### config.mk
export PLATFORM = sky130hd
export DESIGN_NAME = hazard_ctrl_md
export DESIGN_NICKNAME = d
export VERILOG_FILES = /design/src/rtl/hazard_ctrl_md.sv
export SDC_FILE = /design/constraint.sdc
export NUM_CORES = 1
export LEC_CHECK = 0
export CORE_MARGIN = 5
export CORE_UTILIZATION = 49
export CTS_BUF_LIST = sky130_fd_sc_hd__clkbuf_4 sky130_fd_sc_hd__clkbuf_8
export DETAILED_ROUTE_END_ITERATION = 7
export PLACE_DENSITY = 0.83
export SLEW_MARGIN = 20
export SYNTH_ARGS = -nofsm -noshare
export SYNTH_HDL_FRONTEND = slang
export SYNTH_SLANG_ARGS = --single-unit
### constraint.sdc
create_clock -name clk -period 3.2 [get_ports clk]
set_clock_uncertainty 0.2 [all_clocks]
set_input_delay 0.48 -clock clk [delete_from_list [all_inputs] [get_ports clk]]
set_output_delay 0.48 -clock clk [all_outputs]
set_load 0.05 [all_outputs]
### src/rtl/hazard_ctrl_md.sv
// D-stage hazard control: Tuse/Tnew RAW stalls, HI/LO busy
// tracking with per-op latency, bubble insertion, stall counter.
module hazard_ctrl_md #(
  parameter int REG_AW      = 5,
  parameter int T_W         = 2,
  parameter int MULT_CYCLES = 5,
  parameter int DIV_CYCLES  = 10,
  parameter int PERF_W      = 32
) (
  input  logic              clk,
  input  logic              reset,
  input  logic [REG_AW-1:0] D_rs,
  input  logic [REG_AW-1:0] D_rt,
  input  logic [T_W-1:0]    D_Tuse_rs,
  input  logic [T_W-1:0]    D_Tuse_rt,
  input  logic              D_is_md,
  input  logic [REG_AW-1:0] E_wa,
  input  logic [T_W-1:0]    E_Tnew,
  input  logic [REG_AW-1:0] M_wa,
  input  logic [T_W-1:0]    M_Tnew,
  input  logic              E_md_start,
  input  logic              E_md_div,
  output logic              en_PC,
  output logic              en_FD,
  output logic              flush_DE,
  output logic              md_busy,
  output logic [7:0]        md_cnt,
  output logic [PERF_W-1:0] stall_cnt
);

  localparam logic [7:0] MULT_N = 8'(MULT_CYCLES);
  localparam logic [7:0] DIV_N  = 8'(DIV_CYCLES);

  logic [7:0]        md_cnt_q, md_cnt_d;
  logic [PERF_W-1:0] stall_cnt_q, stall_cnt_d;
  logic              e_rs, m_rs, e_rt, m_rt;
  logic              stall_rs, stall_rt, stall_md, stall;

  assign e_rs = (E_wa == D_rs) && (E_wa != '0)
              && (D_Tuse_rs < E_Tnew);
  assign m_rs = (M_wa == D_rs) && (M_wa != '0)
              && (D_Tuse_rs < M_Tnew);
  assign e_rt = (E_wa == D_rt) && (E_wa != '0)
              && (D_Tuse_rt < E_Tnew);
  assign m_rt = (M_wa == D_rt) && (M_wa != '0)
              && (D_Tuse_rt < M_Tnew);

  assign stall_rs = e_rs | m_rs;
  assign stall_rt = e_rt | m_rt;

  // Busy covers the start cycle itself, so no gap before the count loads.
  assign md_busy  = E_md_start | (md_cnt_q != 8'd0);
  assign stall_md = D_is_md & md_busy;
  assign stall    = stall_rs | stall_rt | stall_md;

  assign en_PC    = ~stall;
  assign en_FD    = ~stall;
  assign flush_DE = stall;

  always_comb begin
    md_cnt_d = md_cnt_q;
    if (E_md_start) begin
      md_cnt_d = E_md_div ? DIV_N : MULT_N;
    end else if (md_cnt_q != 8'd0) begin
      md_cnt_d = md_cnt_q - 8'd1;
    end
  end

  always_comb begin
    stall_cnt_d = stall_cnt_q;
    if (stall && (stall_cnt_q != '1)) begin
      stall_cnt_d = stall_cnt_q + 1'b1;
    end
  end

  always_ff @(posedge clk) begin
    if (reset) begin
      md_cnt_q    <= 8'd0;
      stall_cnt_q <= '0;
    end else begin
      md_cnt_q    <= md_cnt_d;
      stall_cnt_q <= stall_cnt_d;
    end
  end

  assign md_cnt    = md_cnt_q;
  assign stall_cnt = stall_cnt_q;

endmodule
Yosys cells after proc, flatten, opt, wreduce, memory -nomap -nowiden
Index checks and enable logic that the tools add are counted.
W data, S select, Z words.
{"block": "classes", "eq_ne": 5, "mux": 3, "magnitude_cmp": 4, "shifts": 0, "add_sub_neg": 2, "n_mul": 0, "reduce_logical": 13, "div_mod_pow": 0, "bitwise_logic": 7}
{"operator": "$add A32 B1 Y32 const B", "n": 1}
{"operator": "$ne A32 B32 Y1 const B", "n": 1}
{"operator": "$eq A5 B5 Y1", "n": 4}
{"operator": "$mux W8", "n": 2}
{"operator": "$reduce_bool A5 Y1", "n": 2}
{"operator": "$logic_and A1 B1 Y1", "n": 9}
{"operator": "$lt A2 B2 Y1", "n": 4}
{"operator": "$reduce_bool A8 Y1", "n": 1}
{"operator": "$sub A8 B1 Y8 const B", "n": 1}
{"operator": "$or A1 B1 Y1", "n": 5}
{"operator": "$mux W4", "n": 1}
{"operator": "$reduce_bool A2 Y1", "n": 1}
{"operator": "$and A1 B1 Y1", "n": 1}
{"operator": "$not A1 Y1", "n": 1}
{"block": "word_totals", "memories": 0, "mem_bits_rw": 0, "out_inout_bits": 44, "register_bits": 40, "latch_bits": 0, "inputBits": 33, "rom_bits": 0, "elab_cells": 36}

Longest topological paths before layout
Gate-level depths: netlist of the first run.
{"block": "logic_depth", "ltp_word": 7, "depth_mapped": 10, "depth_no_buf": 9}

Worst setup path before layout of the first run
No wires, ideal clock.
{"block": "synth_path", "kind": "reg2reg", "startpoint": "reg md_cnt_q[2], in the netlist md_cnt[2]", "endpoint": "reg stall_cnt_q[26], in the netlist stall_cnt[26]", "setup_time_ns": 0.121, "period_less_slack_ns": 3.562, "t_required_ns": 2.879, "stages_incl_launch_ff": 9, "t_arrival_ns": 3.240, "setup_slack_ns": -0.362, "path_buffers": 0, "cell_sequence": "dfxtp_1 -> nor4_2 -> nand3_2 -> or2_4 -> and2_4 -> nor3_2 -> inv_2 -> and4_1 -> mux2_4"}
{"block": "synth_via", "elab_chain_len": 5}
{"element": "from (decl)", "line": "34", "rtl": "logic [7:0] md_cnt_q, md_cnt_d;"}
{"element": "from (signal assigned)", "line": "81", "rtl": "md_cnt_q <= md_cnt_d;"}
{"element": "$reduce_bool A8 Y1", "line": "52", "rtl": "assign md_busy = E_md_start | (md_cnt_q != 8'd0);"}
{"element": "$or A1 B1 Y1", "line": "52"}
{"element": "via md_busy", "line": "26", "rtl": "output logic md_busy,"}
{"element": "$and A1 B1 Y1", "line": "53", "rtl": "assign stall_md = D_is_md & md_busy;"}
{"element": "$or A1 B1 Y1", "line": "54", "rtl": "assign stall = stall_rs | stall_rt | stall_md;"}
{"element": "via flush_DE", "line": "25", "rtl": "output logic flush_DE,"}
{"element": "$logic_and A1 B1 Y1", "line": "71", "rtl": "if (stall && (stall_cnt_q != '1)) begin"}
{"element": "to (signal assigned)", "line": "82", "rtl": "stall_cnt_q <= stall_cnt_d;"}
{"element": "to (decl)", "line": "35", "rtl": "logic [PERF_W-1:0] stall_cnt_q, stall_cnt_d;"}
The timed path passes the listed nets, and every way through them passes these cells.
A chain may end at the register's enable or synchronous reset.

Worst setup path in the final report of the first run
{"block": "layout_path", "startpoint": "in E_Tnew[1]", "endpoint": "reg stall_cnt_q[19], in the netlist stall_cnt[19]"}
{"block": "layout_via", "elab_chain_len": 6, "elab_cells_between_ends": 9, "classes_between": "order compare (2); bitwise (4); reduce/logical (3)"}
{"element": "from (decl)", "line": "18", "rtl": "input logic [T_W-1:0] E_Tnew,"}
{"element": "$lt A2 B2 Y1, on equally long branches", "line": "40, 44"}
{"element": "$logic_and A1 B1 Y1, on equally long branches", "line": "40, 44"}
{"element": "$or A1 B1 Y1, on equally long branches", "line": "48, 49"}
{"element": "$or A1 B1 Y1 (*) (2 in a row)", "line": "54"}
{"element": "$logic_and A1 B1 Y1 (*)", "line": "71"}
Every way passes the cells marked *; elsewhere a longest branch is shown, timed or not.

==> results.md, run 1 <==
- Final net count: 414
- Max-slew headroom: a little over 60%
- RD Place Congestion: 0.940
- Total CTS buffers: 5
- Dpl cell area: 3390 um^2
- Total GRT Usage: between 20% and 30%
- Clock-pin slew on the worst setup and hold paths: about 70 ps
- Initial antenna violation count: 0
- Max IR drop VDD: between 0.15 and 0.2 mV
- Final core utilization: 69.4%
- Yosys warnings: 0
- Antenna cells: 0
- Post-detail-place hpwl: 5300 um
- Req. time, crit path: between 3000 and 4000 ps
- Hold buffer count at cts: 0
- Leakage power: 1.23 nW
- Fraction of registers with async set/reset: 0%
- Synth-to-Final Area Change: 39.0%
- Post-synth EDFFs: 0
- Setup CP Type: in -> reg
- Synth Area in Simple Gates: between 20 and 30%
- PortBufs: 76
- Yosys cell types: 50
- Worst path arrival time: about 3100 ps
- Ratio of cells with drive above 1 in the final layout: a little under an eighth
- Yosys reg bits: 40
- Max clock buf depth: 2
- Final hold violations: 0
- CTS tree: yes
- Most common cell after layout, fill and taps aside: clkdlybuf4s50_1
- Pwr per Cell Area: 369 nW/um^2
- Worst Setup End Kind: flop
- Finished Cell Area: 3500 um^2
- Drt wl/cell: 15.3 um
- Mapped Area: 2520 um^2
- Die height: 81.7 um
- Vias in the first global route: around 2400
- Startpoint Class: input port
- Row cnt: 26
- Final Power: 1.29 mW
- Syn Nets: about 330
- Die width: a little over 80 um
- Placeable Area: 5040 um^2
- Num Clock Sinks: 40
- Slew @ Worst Pin: about 570 ps
- Fillers: 408
- Worst min path class: reg -> reg
- Top FF cell, synth: dfxtp_1
- Fin. max-slew vios: 0
- Total wire length: 6790 um
- Area of the multi-input gates: 1600 um^2
- DRC viols: 0
- Fin crit period: 3070 ps
- Routed via count: 2540
- H-tree levels: 2
- Main combinational cell family by area after synthesis: simple AND/OR/NAND/NOR gates
- Pin count of the biggest net entering global routing: 27
- Initial core utilization: 49.9%
- Final setup vio count: 0
- Syn Inst Count: ~290
- Die area: around 6700 um^2
- Outcome: finished clean
- Syn_area_per_cell: 8.59 um^2
- Initial DRC count: 145
- Xor-xnor portion of the synthesized cell area: 9.74%
- I/O pins: 77
- Period utilization: 95.8%
- CP max FO: 26
- Max Cap Violations: 0
- Clock latency at the later pin of the worst-skew pair: 280 ps
- Post-synthesis compound-gate area fraction: 18.1%
- First-pass detailed-route iteration total: 4
- Register area: 802 um^2
- Grt total ovfl: 0
- Fmax: 326 MHz
- Post-synthesis adder-cell area fraction: 3.48%
- Antenna viol nets, final: 0
- Mux share of post-synthesis cell area: 2.19%
- RSZ-0062 raised after global routing: false
- Root buffer cell: clkbuf_8
- Most frequent cells in the layout: 73 x clkdlybuf4s50_1, 39 x dfxtp_1, 24 x a21oi_1
- Sequential element share of the synthesized area: 31.8%
- First-pass GRT wire length: 11200 um
- Post-DR vias/cell: between 5 and 6
-- worst max-delay path, stage by stage --
cell and delay [ps]:
clkdlybuf4s50_1 450, inv_1 60, ha_1 310, a2111oi_4 300, nand4_1 200, a21oi_4 260, buf_12 140, o31ai_4 80
buf_12 170, or4_1 490, a21oi_1 150
-- routing by layer --
metal	track usage, %	part of all wire, %	vias to the layer above
met5	0	0	-
met4	11.0	3.3	0
met3	3.73	6.7	20
met2	36.6	50	96
met1	25.9	40	1189
li1	-	-	1235
-- sequential cells by signal, indices dropped and copies added, names as in the netlist --
signal and cells:
md_cnt 8, stall_cnt 32
-- final timing paths --
kind | start | to | slack (ps) | cells after the start
setup / recovery | E_Tnew[1] | stall_cnt[19] | 130 | 11
setup reg to reg | md_cnt[3] | stall_cnt[8] | 550 | 7
hold / removal | stall_cnt[20] | stall_cnt[20] | 310 | 2
hold reg to reg | stall_cnt[20] | stall_cnt[20] | 310 | 2
-- through the flow --
stage / hold WS [ps] / setup TNS (ps) / setup WS [ps] / instances
after floorplan: 425 / 0 / 14.8 / 293
after global placement: 289 / 0 / 48.5 / 437
after detailed placement: 303 / -94.7 / -37.2 / 437
after CTS: 313 / 0 / 10.8 / 444
after global routing: 339 / 0 / 29.7 / 444
final: 307 / 0 / 134 / 444
-- cell families after synthesis --
logic type                 after synthesis
AOI/OAI and AO/OA                       63
xor gates and xnor gates                28
adders and majority gates                7
buffers and inverters                   26
DFF                                     40
muxes                                    4
and+or+nand+nor                        125
-- report_power, final --
part           switching [mW]  internal, mW  leakage [nW]
combinational           0.250         0.184         0.863
sequential             0.0243         0.517         0.324
clock                   0.161         0.157        0.0445
-- layout make-up --
type,instances,area share (%)
Multi-Input combinational cell,227,45.7
Timing Repair Buffer,88,25.2
Sequential cell,40,22.9
Tap cell,70,2.50
Clock buffer,6,2.18
Inverter,12,1.36
Clock inverter,1,0.143
-- synth_stat cells, types with 2 or more instances --
cell type  count  area, um^2
dfxtp_1       40         801
a21oi_1       24         120
nor2_1        22        82.6
or3_1         16         100
xor2_1        16         140
o21ai_1       13        65.1
nand3_1       12        60.1
nand4_1       12        75.1
xnor2_1       12         105
inv_1         11        41.3
nand2_1       11        41.3
or4_1         10        75.1
nor3_1         9        45.0
and3_1         8        50.1
clkbuf_1       7        26.3
ha_1           7        87.6
o31ai_1        6        45.0
nor2b_1        5        31.3
o21ai_0        5        25.0
and2_1         4        25.0
buf_4          4        30.0
buf_6          3        33.8
mux2_4         3        45.0
a311oi_2       2        30.0
a31oi_1        2        12.5
and2_4         2        17.5
nand2b_1       2        12.5
nand4_2        2        25.0
nor4_1         2        12.5
-- timing repair --
action	4_1_cts	5_1_grt
gates resized for setup	0	1
endpoints found under the setup margin	0	3
buffers inserted	0	1
No activity file was read; power rests on OpenSTA's default activity.
==> run 2: changes to the inputs <==
CORE_MARGIN = 4   (was 5)
CORE_UTILIZATION = 36   (was 49)
PLACE_DENSITY = default   (was 0.83)
SKIP_CTS_REPAIR_TIMING = 1   (was default)
==> run 2 against run 1 <==
  * Non-clock buffer count grew 2
  * Via count shrank 5.1%
  * Die area grew 26%
  * Sequential share of layout area shrank 0.49 points
  * Largest power group unchanged
  * Hold slack gained 3.2 ps
==> results.md, run 2 (synthesized netlist as in run 1, its figures left out) <==
- Most common cell after layout, fill and taps aside: clkdlybuf4s50_1
- Period utilization: 97.2% (+1.4 points)
- Worst path top cell family by delay: simple AND/OR/NAND/NOR gates
- Post-DR vias/cell: 5.11 (-11%)
- Slew @ Worst Pin: 520 ps (-50.9 ps)
- Grt total ovfl: 0 (unchanged)
- Max Cap Violations: 0 (unchanged)
- Max reg flops: 32 (unchanged)
- Sum of negative setup slack: 0 ps (unchanged)
- Pwr per Cell Area: 366 nW/um^2 (-0.79%)
- Max IR drop VDD: 0.221 mV (+29%)
- Placed cells: 463 (+5.9%)
- Fin. max-slew vios: 0 (unchanged)
- Die height: 91.6 um (+12%)
- Total CTS buffers: 5 (unchanged)
- RD Place Congestion: 0.808 (-14%)
- Antenna viol nets, final: 0 (unchanged)
- Root buffer cell: clkbuf_8
- PortBufs: 76 (unchanged)
- Worst path arrival time: 2430 ps (-650 ps)
- Placeable Area: 6790 um^2 (+35%)
- Startpoint Class: input port
- Synth-to-Final Area Change: 42.0%
- Place WS: -33.4 ps (+3.80 ps)
- First-pass detailed-route iteration total: 4 (unchanged)
- Initial antenna violation count: 0 (unchanged)
- Total GRT Usage: 15.7% (-5.8 points)
- Num Clock Sinks: 40 (unchanged)
- DRC viols: 0 (unchanged)
- Pin count of the biggest net entering global routing: 18 (-33%)
- Clock latency at the later pin of the worst-skew pair: 290 ps (about the same)
- Total wire length: 6540 um (-3.7%)
- Post-detail-place hpwl: 5030 um (-5.1%)
- Worst min path class: reg -> reg
- CP max FO: 3 (-88%)
- Antenna cells: 0 (unchanged)
- Clock-pin slew on the worst setup and hold paths: 70 ps (about the same)
- Critical Path Slowest Stage Cell: or4_1
- Outcome: finished clean
- Final net count: 416 (+0.48%)
- CP max stage delay: 550 ps (+60 ps)
- Setup ws final: 91.0 ps (-43.3 ps)
- H-tree levels: 2 (unchanged)
- CTS tree: yes
- Fin crit period: 3110 ps (+43.3 ps)
- Cell Chain, Critical Path: clkdlybuf4s50_1, or4_1, nor2_1, a21oi_4, buf_12, nor3_4, buf_4
- Leakage power: 1.25 nW (+1.2%)
- Max clock buf depth: 2 (unchanged)
- Row cnt: 30 (+15%)
- Vias in the first global route: 2303 (-4.8%)
- Fmax: 322 MHz (-1.4%)
- Routed via count: 2410 (-5.1%)
- First-pass GRT wire length: 11100 um (-1.7%)
- I/O pins: 77 (unchanged)
- Die width: 91.6 um (+12%)
- Max-slew headroom: 65.2% (+3.4 points)
- Final setup vio count: 0 (unchanged)
- Final hold violations: 0 (unchanged)
- RSZ-0062 raised after global routing: false
- Worst path bufs/invs: 3 (-1)
- Initial DRC count: 121 (-17%)
- Drt wl/cell: 13.9 um (-9.4%)
- Die area: 8400 um^2 (+26%)
- Ratio of cells with drive above 1 in the final layout: 12.8% (+1.0 points)
- Worst Setup End Kind: primary output
- Initial core utilization: 37.1% (-13 points)
- Most frequent cells in the layout: 73 x clkdlybuf4s50_1, 39 x dfxtp_1, 23 x a21oi_1
- Non-filler cells, final: 472 (+6.3%)
- Setup CP Type: in -> out
- Req. time, crit path: 2520 ps (-700 ps)
-- run 2: area by class of cell --
type	count	area, um^2
Multi-Input combinational cell	227	1620
Clock inverter	1	5.00
Inverter	12	47.5
Tap cell	96	120
Sequential cell	40	802
Fill cell	657	3220
Clock buffer	6	76.3
Timing Repair Buffer	90	908
-- run 2: final timing paths --
kind | from | end | slack, ps | cells after the start
max | E_wa[1] | en_PC | 90 | 7
min | stall_cnt[10] | stall_cnt[10] | 310 | 2
max reg2reg | md_cnt[3] | stall_cnt[26] | 520 | 9
min reg2reg | stall_cnt[10] | stall_cnt[10] | 310 | 2
-- run 2: per-layer routing --
metal / part of all wire, % / vias to the layer above / GRT usage, % / routed length [um]
met5: 0 / - / 0 / 0
li1: - / 1243 / - / -
met1: 50 / 1101 / 21.8 / 3300
met4: 0.99 / 0 / 4.15 / 65
met2: 44 / 61 / 24.7 / 2870
met3: 4.6 / 5 / 3.36 / 302
-- run 2: report_power, final --
group	internal (mW)	total, mW	switching [mW]	leakage [nW]
combinational	0.194	0.440	0.246	0.878
clock	0.157	0.330	0.173	0.0445
sequential	0.516	0.540	0.0239	0.324
-- run 2: stage by stage --
step	power (mW)	instance area, um^2	util (%)	hold WS, ps
6_report	1.31	3580	52.6	310
5_1_grt	1.38	3580	52.6	332
4_1_cts	1.32	3530	52.0	313
3_5_place_dp	0.985	3450	50.8	301
3_3_place_gp	0.982	3450	50.8	301
2_1_floorplan	0.833	2530	-	425
-- run 2: worst register-to-register path, delay by kind of cell, from the launching register on --
kind | cells | cell delay [ps]
multiplexers | 1 | 290
AND/OR/NAND/NOR | 6 | 1500
buffers and inverters | 2 | 230
flip-flops | 1 | 370
